### src/rtl/seq_div_pkg.sv
// Shared types and bit-cell functions for the sequential restoring divider.
package seq_div_pkg;

  typedef enum logic [1:0] {IDLE, RUN, DONE} state_t;

  // Row `row` sits (w-1-row) steps before the final row; the approximate
  // region tapers by one LSB cell per step.
  function automatic logic [31:0] approx_cells(input int unsigned row,
                                               input int unsigned w,
                                               input int unsigned approx_bits);
    int unsigned steps;
    int unsigned n;
    logic [31:0] m;
    m     = '0;
    steps = w - 1 - row;
    n     = (approx_bits > steps) ? approx_bits - steps : 0;
    for (int unsigned b = 0; b < 32; b++) m[b] = (b < n);
    return m;
  endfunction

  function automatic logic exact_borrow(input logic a, input logic y, input logic bin);
    return (~a & bin) | (~a & y) | (y & bin);
  endfunction

  function automatic logic exact_rem(input logic a, input logic y, input logic bin,
                                     input logic qs);
    return qs ? (a ^ y ^ bin) : a;
  endfunction

  function automatic logic approx_borrow(input logic a, input logic y, input logic bin);
    return bin & (y | ~a);
  endfunction

  function automatic logic approx_rem(input logic a, input logic y, input logic bin,
                                      input logic qs);
    return a | (qs & (y ^ bin));
  endfunction

endpackage

### src/rtl/div_row.sv
// One combinational subtract/restore row of the divider with per-bit approximate cells.
import seq_div_pkg::*;

module div_row #(
  parameter int W = 8
) (
  input  logic [W:0]   x,
  input  logic [W-1:0] y,
  input  logic [W-1:0] amask,
  output logic         qs,
  output logic [W-1:0] r
);

  logic [W:0] b;

  // The borrow chain must settle before qs is known, and every remainder
  // bit depends on qs, so the row is evaluated in two passes.
  always_comb begin
    b  = '0;
    r  = '0;
    for (int unsigned k = 0; k < W; k++)
      b[k+1] = amask[k] ? approx_borrow(x[k], y[k], b[k])
                        : exact_borrow(x[k], y[k], b[k]);
    qs = ~b[W] | x[W];
    for (int unsigned k = 0; k < W; k++)
      r[k] = amask[k] ? approx_rem(x[k], y[k], b[k], qs)
                      : exact_rem(x[k], y[k], b[k], qs);
  end

endmodule

### src/rtl/seq_approx_divider.sv
// Iterative 2W/W restoring divider, one row per clock, with tapered approximate LSB cells.
import seq_div_pkg::*;

module seq_approx_divider #(
  parameter int W           = 8,
  parameter int APPROX_BITS = 2
) (
  input  logic           clk,
  input  logic           rst,
  input  logic           start,
  input  logic [2*W-1:0] dividend,
  input  logic [W-1:0]   divisor,
  input  logic           approx_en,
  output logic           ready,
  output logic           done,
  output logic [W-1:0]   quotient,
  output logic [W-1:0]   remainder,
  output logic           ovf
);

  localparam int CW = (W > 1) ? $clog2(W) : 1;

  state_t        state, state_n;
  logic [W-1:0]  rreg, dreg, yreg, qacc;
  logic          areg;
  logic [CW-1:0] cnt;
  logic [W-1:0]  hi, amask, row_r;
  logic          row_qs, accept, ovf_now, last;

  assign hi      = dividend[2*W-1:W];
  assign ready   = (state != RUN);
  assign accept  = ready & start;
  assign ovf_now = (hi >= divisor);
  assign last    = (state == RUN) && (cnt == CW'(W - 1));
  assign amask   = areg ? W'(approx_cells(32'(cnt), W, APPROX_BITS)) : '0;

  div_row #(.W(W)) u_row (
    .x     ({rreg, dreg[W-1]}),
    .y     (yreg),
    .amask (amask),
    .qs    (row_qs),
    .r     (row_r)
  );

  always_ff @(posedge clk) begin
    if (rst) state <= IDLE;
    else     state <= state_n;
  end

  always_comb begin
    state_n = state;
    case (state)
      IDLE, DONE: begin
        if (start)               state_n = ovf_now ? DONE : RUN;
        else if (state == DONE)  state_n = IDLE;
      end
      RUN:     if (last) state_n = DONE;
      default: state_n = IDLE;
    endcase
  end

  // Dividend bits are shifted out MSB-first and quotient bits shifted in at
  // the LSB, so after W rows row i's qs lands on bit W-1-i.
  always_ff @(posedge clk) begin
    if (rst) begin
      rreg      <= '0;
      dreg      <= '0;
      yreg      <= '0;
      qacc      <= '0;
      areg      <= 1'b0;
      cnt       <= '0;
      done      <= 1'b0;
      quotient  <= '0;
      remainder <= '0;
      ovf       <= 1'b0;
    end else begin
      done <= 1'b0;
      if (accept) begin
        rreg <= hi;
        dreg <= dividend[W-1:0];
        yreg <= divisor;
        areg <= approx_en;
        cnt  <= '0;
        qacc <= '0;
        if (ovf_now) begin
          quotient  <= '1;
          remainder <= hi;
          ovf       <= 1'b1;
          done      <= 1'b1;
        end
      end else if (state == RUN) begin
        rreg <= row_r;
        dreg <= {dreg[W-2:0], 1'b0};
        qacc <= {qacc[W-2:0], row_qs};
        cnt  <= cnt + 1'b1;
        if (last) begin
          quotient  <= {qacc[W-2:0], row_qs};
          remainder <= row_r;
          ovf       <= 1'b0;
          done      <= 1'b1;
        end
      end
    end
  end

endmodule

### config.mk
export PLATFORM = sky130hd
export DESIGN_NAME = seq_approx_divider
export DESIGN_NICKNAME = d
export VERILOG_FILES = /design/src/rtl/seq_div_pkg.sv /design/src/rtl/div_row.sv /design/src/rtl/seq_approx_divider.sv
export SDC_FILE = /design/constraint.sdc
export NUM_CORES = 1
export LEC_CHECK = 0
export ABC_AREA = 0
export CAP_MARGIN = 0
export CORE_ASPECT_RATIO = 0.6
export CORE_MARGIN = 4
export CORE_UTILIZATION = 50
export DETAILED_ROUTE_END_ITERATION = 10
export MAX_ROUTING_LAYER = met4
export PLACE_DENSITY = 0.83
export RECOVER_POWER = 100
export SYNTH_ARGS = -nofsm -noshare
export SYNTH_HDL_FRONTEND = slang
export SYNTH_SLANG_ARGS = --single-unit
### constraint.sdc
create_clock -name clk -period 8.37 [get_ports clk]
set_clock_uncertainty 0.1 [all_clocks]
set_input_delay 1.674 -clock clk [delete_from_list [all_inputs] [get_ports clk]]
set_output_delay 1.674 -clock clk [all_outputs]
set_load 0.01 [all_outputs]
==> run_results.csv, run 1 <==
group,metric,value,unit
synthesis,synth_area_leaders,"dfxtp_1 (35%), ha_1 (8.4%), nand2_1 (6.5%)",
global_route,grt_pass1_wl,12.3,mm
floorplan,core,6110,µm²
cts,cts_resized,0,
cts,cts_max_path_buffers,2,
synthesis,syn_area_per_cell,8.60,µm²
power,comb_power_share,0.311,
global_route,grt_util_all_layers,0.208,
routing,vias_per_cell,5.46,
power,p_seq_frac,0.455,
synthesis,synthXorXnorAreaFrac,0,
power,internal_power,0.000439,W
setup_path,endpoint_kind,"flop",
synthesis,synth_top_family_by_area,"compound AO/OA/AOI/OAI gates",
placed_design,hpwl,5.44,mm
sta,min_period,7.04,ns
sta,drv_slew,19,
synthesis,synth-compound-area-share,0.214,
setup_path,critPathRequiredTime,8.49,ns
synthesis,synth.largest_area_cell,"dfxtp_1",
sta,hold_violations,0,
power,netSwitchingPower,0.000226,W
synthesis,yosysSeqAreaShare,0.351,
routing,wirelength,7.47,mm
min_path,hp-class,"reg2reg",
synthesis,synth_fp_nets,421,
sta,tns,0,ns
power,ir_worst_vdd,0.0000986,V
floorplan,ios,47,
setup_path,r2r_cells,26,
routing,post_drt_wl_per_cell,15.5,µm
placed_design,port_buffers,46,
power,power_frac_clock,0.233,
power,p_leak,1.50,nW
synthesis,synthArstFlopShare,0,
cts,post_cts.repair.setup_buffers,0,
routing,route.antenna.remaining_nets,0,
floorplan,rows,22,
cells_and_area,n_antenna_cell,0,
cells_and_area,drive_above_1_share,0.0476,
cts,clk_pin_slew,0.11,ns
global_route,grt_max_degree,48,
synthesis,muxShareOfSynthArea,0.0319,
routing,first_iter_violations,161,
sta,worstMarginPinSlew,1.73,ns
floorplan,die_x,110,µm
job,max-cap-violations,1,
sta,finalSetupViolCount,0,
global_route,antenna_found_initial,0,
synthesis,synthCells,365,
power,p_sw_frac,0.339,
global_route,grt_pass1_vias,2536,
sta,max_freq,142,MHz
cts,cts.sinks,55,
floorplan,die_area,7650,µm²
cts,cts_made_buffers,5,
synthesis,synth-seq-cells,55,
floorplan,die_h,69.4,µm
routing,drc,0,
power,p_per_area,181,nW/µm²
sta,max_slew_margin,-0.156,
synthesis,yosysTopAreaCellShare,0.351,
routing,drt_pass1_iterations,4,
cts,cts_tree,"yes",
global_route,grt-ovfl-total,0,
placed_design,gp_congestion,0.925,
synthesis,synth-simple-area-share,0.203,
synthesis,synth-adder-area-share,0.128,
cells_and_area,area_growth,16.8,%
power,report.power.total,0.000664,W
cts,clk_latency,0.31,ns
cts,cts_root_buf,"clkbuf_8",
run_status,outcome,"finished, violations left",
run_status,violations,"max-capacitance violations, max-slew violations",
cts,cts_hold_buf,0,
routing,via_count,2637,
synthesis,yosysWarnings,0,
synthesis,synth_edf_count,0,
synthesis,synth_area,3140,µm²
sta,rsz0062_at_grt,"no",
cells_and_area,nNetsFinal,454,
setup_path,crit_type,"reg2reg",
synthesis,yosysUniqueCellTypes,54,
cts,htreeDepth,2,
setup_path,path_max_fanout,14,
setup_path,crit_arrival,7.17,ns
min_path,holdPathStages,2,
floorplan,start_util,0.514,
sta,fin_crit_sh,0.842,
setup_path,start_kind,"flop",
synthesis,synthFlopType,"dfxtp_1",
==> cells in the mapped netlist (8+ instances only) <==
| library cell | instances |
|---|---|
| o211ai_1 | 8 |
| o21ai_0 | 9 |
| ha_1 | 21 |
| nor3_1 | 21 |
| nand2_1 | 54 |
| a21oi_1 | 25 |
| a211oi_1 | 14 |
| mux2i_1 | 10 |
| nor2_1 | 31 |
| and2_1 | 9 |
| inv_1 | 21 |
| clkbuf_1 | 13 |
| dfxtp_1 | 55 |
==> stage by stage <==
| stage | setup slack (ns) | cells | hold WS [ns] | utilization | area [µm²] |
|---|---|---|---|---|---|
| floorplan | 2.41 | 365 | 0.332 | - | 3140 |
| global placement | 2.13 | 475 | 0.344 | 0.590 | 3600 |
| detailed placement | 1.82 | 475 | 0.349 | 0.590 | 3600 |
| CTS | 1.78 | 483 | 0.365 | 0.605 | 3700 |
| global route | 0.845 | 483 | 0.388 | 0.600 | 3670 |
| finish | 1.33 | 483 | 0.360 | 0.600 | 3670 |
==> state kept, by name, summed over array words and instances, names as in the netlist, 2 cells and up <==
register	flops
dreg	8
quotient	8
remainder	8
rreg	8
yreg	8
qacc	7
cnt	3
state	2
==> layout by cell type, fill, tap and decap left out, types with 14 or more instances in the layout <==
cell type / synthesis / final
dfxtp_1: 55 / 55
nand2_1: 54 / 54
nor2_1: 31 / 31
clkdlybuf4s50_1: 0 / 27
a21oi_1: 25 / 25
inv_1: 21 / 21
nor3_1: 21 / 21
ha_1: 21 / 21
dlygate4sd3_1: 0 / 19
a211oi_1: 14 / 14
==> logic make-up after synthesis <==
group,count (synthesis)
AND/OR/NAND/NOR,137
AO/OA/AOI/OAI,89
flip-flops,55
buffers and inverters,46
adder cells (fa/ha/maj),28
multiplexers,10
==> metal layers <==
layer / share of wire / global-route usage / up-vias
li1: - / - / 1339
met1: 0.49 / 0.306 / 1199
met2: 0.40 / 0.286 / 93
met3: 0.099 / 0.0540 / 6
met4: 0.0064 / 0.0423 / 0
met5: 0 / - / -
==> layout make-up <==
class / count / area, µm²
timing repair buffer: 50 / 479
tap: 84 / 105
multi-input combinational: 264 / 1790
fill: 544 / 2440
clock inverter: 3 / 26.3
sequential: 55 / 1100
inverter: 22 / 95.1
clock buffer: 5 / 68.8
==> power by group through the flow <==
stage               logic (W)  clock network (W)  registers, W
floorplan            0.000146                  0      0.000308
global placement     0.000204                  0      0.000308
detailed placement   0.000212                  0      0.000309
CTS                  0.000214           0.000159      0.000303
global route         0.000231           0.000169      0.000306
finish               0.000207           0.000155      0.000303
==> worst max-delay path, stage by stage, from the launching register on <==
cell and delay, ns:
dfxtp_1 0.57, inv_1 0.12, ha_1 0.21, inv_1 0.05, ha_1 0.14, and2_0 0.31, o211ai_1 0.20, and2_0 0.24
fa_1 0.36, and2_0 0.18, fa_1 0.36, and2_0 0.19, fa_1 0.38, and2_0 0.20, fa_1 0.37, and2_0 0.19
fa_1 0.37, o21a_1 0.14, fa_1 0.35, and2_0 0.17, fa_1 0.36, nand2b_1 0.16, a21o_1 0.40, o21ai_0 0.20
a221oi_2 0.24, a21oi_1 0.11, a211oi_1 0.31
==> path summary, 6_finish.rpt <==
path                            endpoint  slack (ns)    start
worst max-delay path             rreg[7]        1.33   cnt[0]
worst min-delay path             rreg[6]        0.36  rreg[6]
worst max register to register   rreg[7]        1.33   cnt[0]
worst min register to register   rreg[6]        0.36  rreg[6]
(Power assumes the default switching activity.)
==> run 2: changes to the inputs <==
- clock period: 8.37 -> 7.2 ns (I/O delays scaled with it)
==> run_results.csv, run 2 (synthesized netlist as in run 1, its figures left out) <==
group,metric,value,unit
global_route,grt-ovfl-total,0,
floorplan,rows,22,
cells_and_area,finish.utilization,0.600,
sta,hold-worst-slack,0.362,ns
routing,drc,0,
routing,post_drt_wl_per_cell,15.5,µm
setup_path,r2r_slack,0.55,ns
cts,cts_tree,"yes",
cts,cts_max_path_buffers,2,
cells_and_area,n_antenna_cell,0,
min_path,hold_end,"rreg[6]",
cts,cts_root_buf,"clkbuf_8",
cells_and_area,regArea,1100,µm²
floorplan,die_area,7650,µm²
routing,wirelength,7.50,mm
sta,finalSetupViolCount,0,
sta,hold_violations,0,
setup_path,crit_type,"reg2reg",
cts,cts.sinks,55,
placed_design,gp_congestion,0.925,
placed_design,hpwl,5.41,mm
routing,first_iter_violations,137,
cells_and_area,drive_above_1_share,0.0501,
cts,cts_made_buffers,5,
floorplan,core,6110,µm²
routing,vias_per_cell,5.54,
setup_path,reg2reg_from,"cnt[0]",
floorplan,die_x,110,µm
global_route,grt_pass1_wl,12.4,mm
sta,worstMarginPinSlew,1.65,ns
sta,drv_slew,19,
setup_path,start_kind,"flop",
cts,clk_latency,0.32,ns
routing,via_count,2678,
power,ir_worst_vdd,0.000145,V
power,p_leak,1.51,nW
global_route,antenna_found_initial,0,
global_route,grt_util_all_layers,0.209,
cts,clk_pin_slew,0.11,ns
min_path,hp-class,"reg2reg",
sta,tns,0,ns
routing,route.antenna.remaining_nets,0,
job,max-cap-violations,1,
sta,rsz0062_at_grt,"no",
cells_and_area,nNetsFinal,454,
cells_and_area,multi_input_area,1790,µm²
setup_path,critPathRequiredTime,7.35,ns
cts,post_cts.repair.setup_buffers,0,
setup_path,endpoint_kind,"flop",
global_route,grt_pass1_vias,2499,
cts,cts_resized,0,
sta,max_slew_margin,-0.0998,
run_status,outcome,"finished, violations left",
setup_path,crit_arrival,6.80,ns
floorplan,ios,47,
power,p_per_area,211,nW/µm²
cells_and_area,fillers,545,
cts,htreeDepth,2,
cts,cts_hold_buf,0,
setup_path,r2r_cells,26,
cells_and_area,final_cell_mix,"dfxtp_1 (55), nand2_1 (54), nor2_1 (31)",
setup_path,rr_endpoint,"rreg[7]",
run_status,violations,"max-capacitance violations, max-slew violations",
placed_design,port_buffers,46,
sta,min_period,6.65,ns
setup_path,path_max_fanout,14,
global_route,grt_max_degree,48,
cells_and_area,area_growth,16.8,%
sta,fin_crit_sh,0.924,
min_path,min_from,"rreg[6]",
floorplan,start_util,0.514,
cells_and_area,mostFrequentLayoutCell,"dfxtp_1",
floorplan,die_h,69.4,µm
sta,max_freq,150,MHz
routing,drt_pass1_iterations,5,
min_path,holdPathStages,2,
-- run 2: changes by cell type in the layout (fill, tap and decap cells not counted) --
cell	delta
and2_1	+7
a21o_2	+1
a21o_1	-1
and2_0	-7
-- run 2: area by class of cell --
type / count / area share
Clock inverter: 3 / 0.00716
Tap cell: 84 / 0.0287
Multi-Input combinational cell: 264 / 0.489
Timing Repair Buffer: 50 / 0.131
Clock buffer: 5 / 0.0188
Sequential cell: 55 / 0.300
Inverter: 22 / 0.0259
-- run 2: through the flow --
stage,power [W],cells,cell area (µm²),worst slack [ns]
after CTS,0.000787,483,3700,0.622
after global placement,0.000595,475,3600,0.959
after global routing,0.000820,483,3670,0.0584
after floorplan,0.000528,365,3140,1.24
final,0.000774,483,3670,0.547
after detailed placement,0.000605,475,3600,0.655
-- run 2: where the power goes --
part	leakage [nW]	internal, W	total, W	switching (W)
registers	0.452	0.000333	0.000352	0.0000190
logic	1.01	0.000107	0.000241	0.000134
clock network	0.0491	0.0000718	0.000181	0.000109
-- run 2: worst max path at each step --
stage            from            to  slack (ns)  cells past startpoint
5_1_grt        cnt[0]       rreg[7]        0.06                     26
2_1_floorplan  cnt[1]       rreg[7]        1.24                     29
6_report       cnt[0]       rreg[7]        0.55                     26
4_1_cts        cnt[0]  remainder[0]        0.62                     26
3_3_place_gp   cnt[0]  remainder[2]        0.96                     26
3_5_place_dp   cnt[0]  remainder[0]        0.66                     26
-- run 2: per-layer routing --
metal / part of all wire / up-vias / routed length (µm) / track usage
met5: 0 / - / 0 / -
met4: 0.0067 / 0 / 50 / 0.0410
met3: 0.097 / 4 / 724 / 0.0512
met2: 0.41 / 109 / 3060 / 0.281
met1: 0.49 / 1233 / 3660 / 0.316
li1: - / 1332 / - / -
-- run 2: worst max-delay path: stages (launching register included) --
cell and delay (ns):
dfxtp_1 0.59, inv_1 0.11, ha_1 0.21, inv_1 0.05, ha_1 0.13, and2_1 0.25
o211ai_1 0.19, and2_1 0.23, fa_1 0.35, and2_1 0.17, fa_1 0.35, and2_1 0.17
fa_1 0.37, and2_1 0.19, fa_1 0.35, and2_1 0.17, fa_1 0.36, o21a_1 0.14
fa_1 0.35, and2_1 0.17, fa_1 0.36, nand2b_1 0.16, a21o_2 0.28, o21ai_0 0.17
a221oi_2 0.23, a21oi_1 0.10, a211oi_1 0.28
==> run 3: changes to the inputs <==
- SLEW_MARGIN: unset -> 20
==> results of run 3 <==
Final layout, timing and power as in run 2 (identical DEF).
==> RTL change, RTL diff (flow settings as in run 2) <==
`W` is set to 8 in 2 places; all go to 16.
--- a/src/rtl/div_row.sv
+++ b/src/rtl/div_row.sv
@@ -4,3 +4,3 @@
 module div_row #(
-  parameter int W = 8
+  parameter int W = 16
 ) (
--- a/src/rtl/seq_approx_divider.sv
+++ b/src/rtl/seq_approx_divider.sv
@@ -4,3 +4,3 @@
 module seq_approx_divider #(
-  parameter int W           = 8,
+  parameter int W           = 16,
   parameter int APPROX_BITS = 2
Ports: changed (resized dividend, divisor, quotient and remainder); port bits go from 47 to 87. The function was not compared with the original's and may differ.
==> RTL change against run 2 <==
  * The flow finishes with violations (negative setup slack)
  * Worst hold slack better by 0.0017 ns
  * Power is 140% higher
  * Largest power group unchanged
  * Critical endpoint is now remainder[2]$_SDFFE_PP0P_
  * Die area is 69% higher
  * Routed wire length is 100% higher
  * Area after synthesis is 77% higher
  * Setup slack worse by 2.6 ns
  * Sequential power is 90% higher
  * Clock power grew to 2.9 times the old value
  * Final area is 99% higher
  * Sequential cell count is 49 higher
  * Non-clock buffer count is 85 higher
==> RTL change: results (changes against run 2) <==
| Metric | Value |
|---|---|
| Crit path DAT | 9.46 ns (+2.66 ns) |
| Cts bufs inserted | 9 (+4) |
| Seq/Total Area, Yosys | 37.45% (+2.4 points) |
| Crit-path max cell delay | 0.36 ns (-0.23 ns) |
| Clock root cell | clkbuf_16 |
| Status | complete, but fails checks |
| Register clock-pin slew on the reported worst setup and hold paths | 0.07 ns (-0.04 ns) |
| Top post-synthesis cells by area | dfxtp_1 (37%), ha_1 (7.9%), a21oi_1 (5.8%) |
| Final wirelength | 15.04 mm (+100%) |
| Syn Nets | 726 (+72%) |
| Total GRT Usage | 24.87% (+4.0 points) |
| Xor-xnor portion of the synthesized cell area | 0.3151% (+0.32 points) |
| First-pass GRT wire length | 24.75 mm (+100%) |
| Fin worst setup slack | -2.089 ns (-2.636 ns) |
| Failing checks | negative setup slack |
| Clock Latency Late Sink | 0.35 ns (+0.03 ns) |
| Post_cts resized | 14 (+14) |
| Leak Pwr | 3.029 nW (+100%) |
| Post-CTS Setup Inserts | 7 (+7) |
| DP HPWL | 10.40 mm (+92%) |
| Synth Area in Adders | 13.28% (+0.45 points) |
| Max IR drop VDD | 0.1567 mV (+8.3%) |
| Final setup fails | 34 (+34) |
| Area after DPL | 6794 µm² (+88%) |
| Share of layout cells above drive strength 1 | 22.24% (+17 points) |
| # port buffers | 86 (+87%) |
| CP Max Fanout | 5 (-9) |
| Worst slew pin tran | 1.200 ns (-0.4459 ns) |
| DR pass1 iterations | 6 (+1) |
[RTL change: path summary, 6_finish.rpt]
check | from | to | slack, ns | depth (start not counted)
worst min-delay path | remainder[0]$_SDFFE_PP0P_ | remainder[0]$_SDFFE_PP0P_ | 0.36 | 1
worst max register to register | cnt[1]$_SDFFE_PP0P_ | remainder[2]$_SDFFE_PP0P_ | -2.09 | 40
worst min register to register | remainder[0]$_SDFFE_PP0P_ | remainder[0]$_SDFFE_PP0P_ | 0.36 | 1
worst max-delay path | cnt[1]$_SDFFE_PP0P_ | remainder[2]$_SDFFE_PP0P_ | -2.09 | 40
[RTL change: layout make-up]
cell class | count | area [µm²]
Multi-Input combinational cell | 439 | 3342
Tap cell | 139 | 173.9
Sequential cell | 104 | 2090
Clock inverter | 5 | 60.06
Fill cell | 779 | 3388
Clock buffer | 11 | 264.0
Timing Repair Buffer | 135 | 1235
Inverter | 39 | 151.4
[RTL change: per-stage QoR]
step / instances / hold slack [ns] / util, % / setup TNS, ns / total power [W]
floorplan: 624 / 0.3299 / - / -57.17 / 0.001063
global placement: 841 / 0.3468 / 63.47 / -60.61 / 0.001222
detailed placement: 841 / 0.3564 / 63.47 / -68.54 / 0.001247
CTS: 864 / 0.3735 / 67.61 / -66.40 / 0.001804
global route: 872 / 0.3789 / 68.35 / -76.19 / 0.001919
finish: 872 / 0.3634 / 68.35 / -66.99 / 0.001822
[RTL change: per-layer routing]
metal	track usage (%)	part of all wire [%]	up-vias
met5	-	0	-
li1	-	-	2359
met3	4.709	6.3	17
met1	33.55	47	2359
met4	5.043	0.87	0
met2	39.58	46	169
[RTL change: power by group]
part	switching, W	leakage, nW	internal (W)
Sequential	0.0000373	0.855	0.000630
Combinational	0.000328	2.02	0.000302
Clock	0.000224	0.157	0.000302
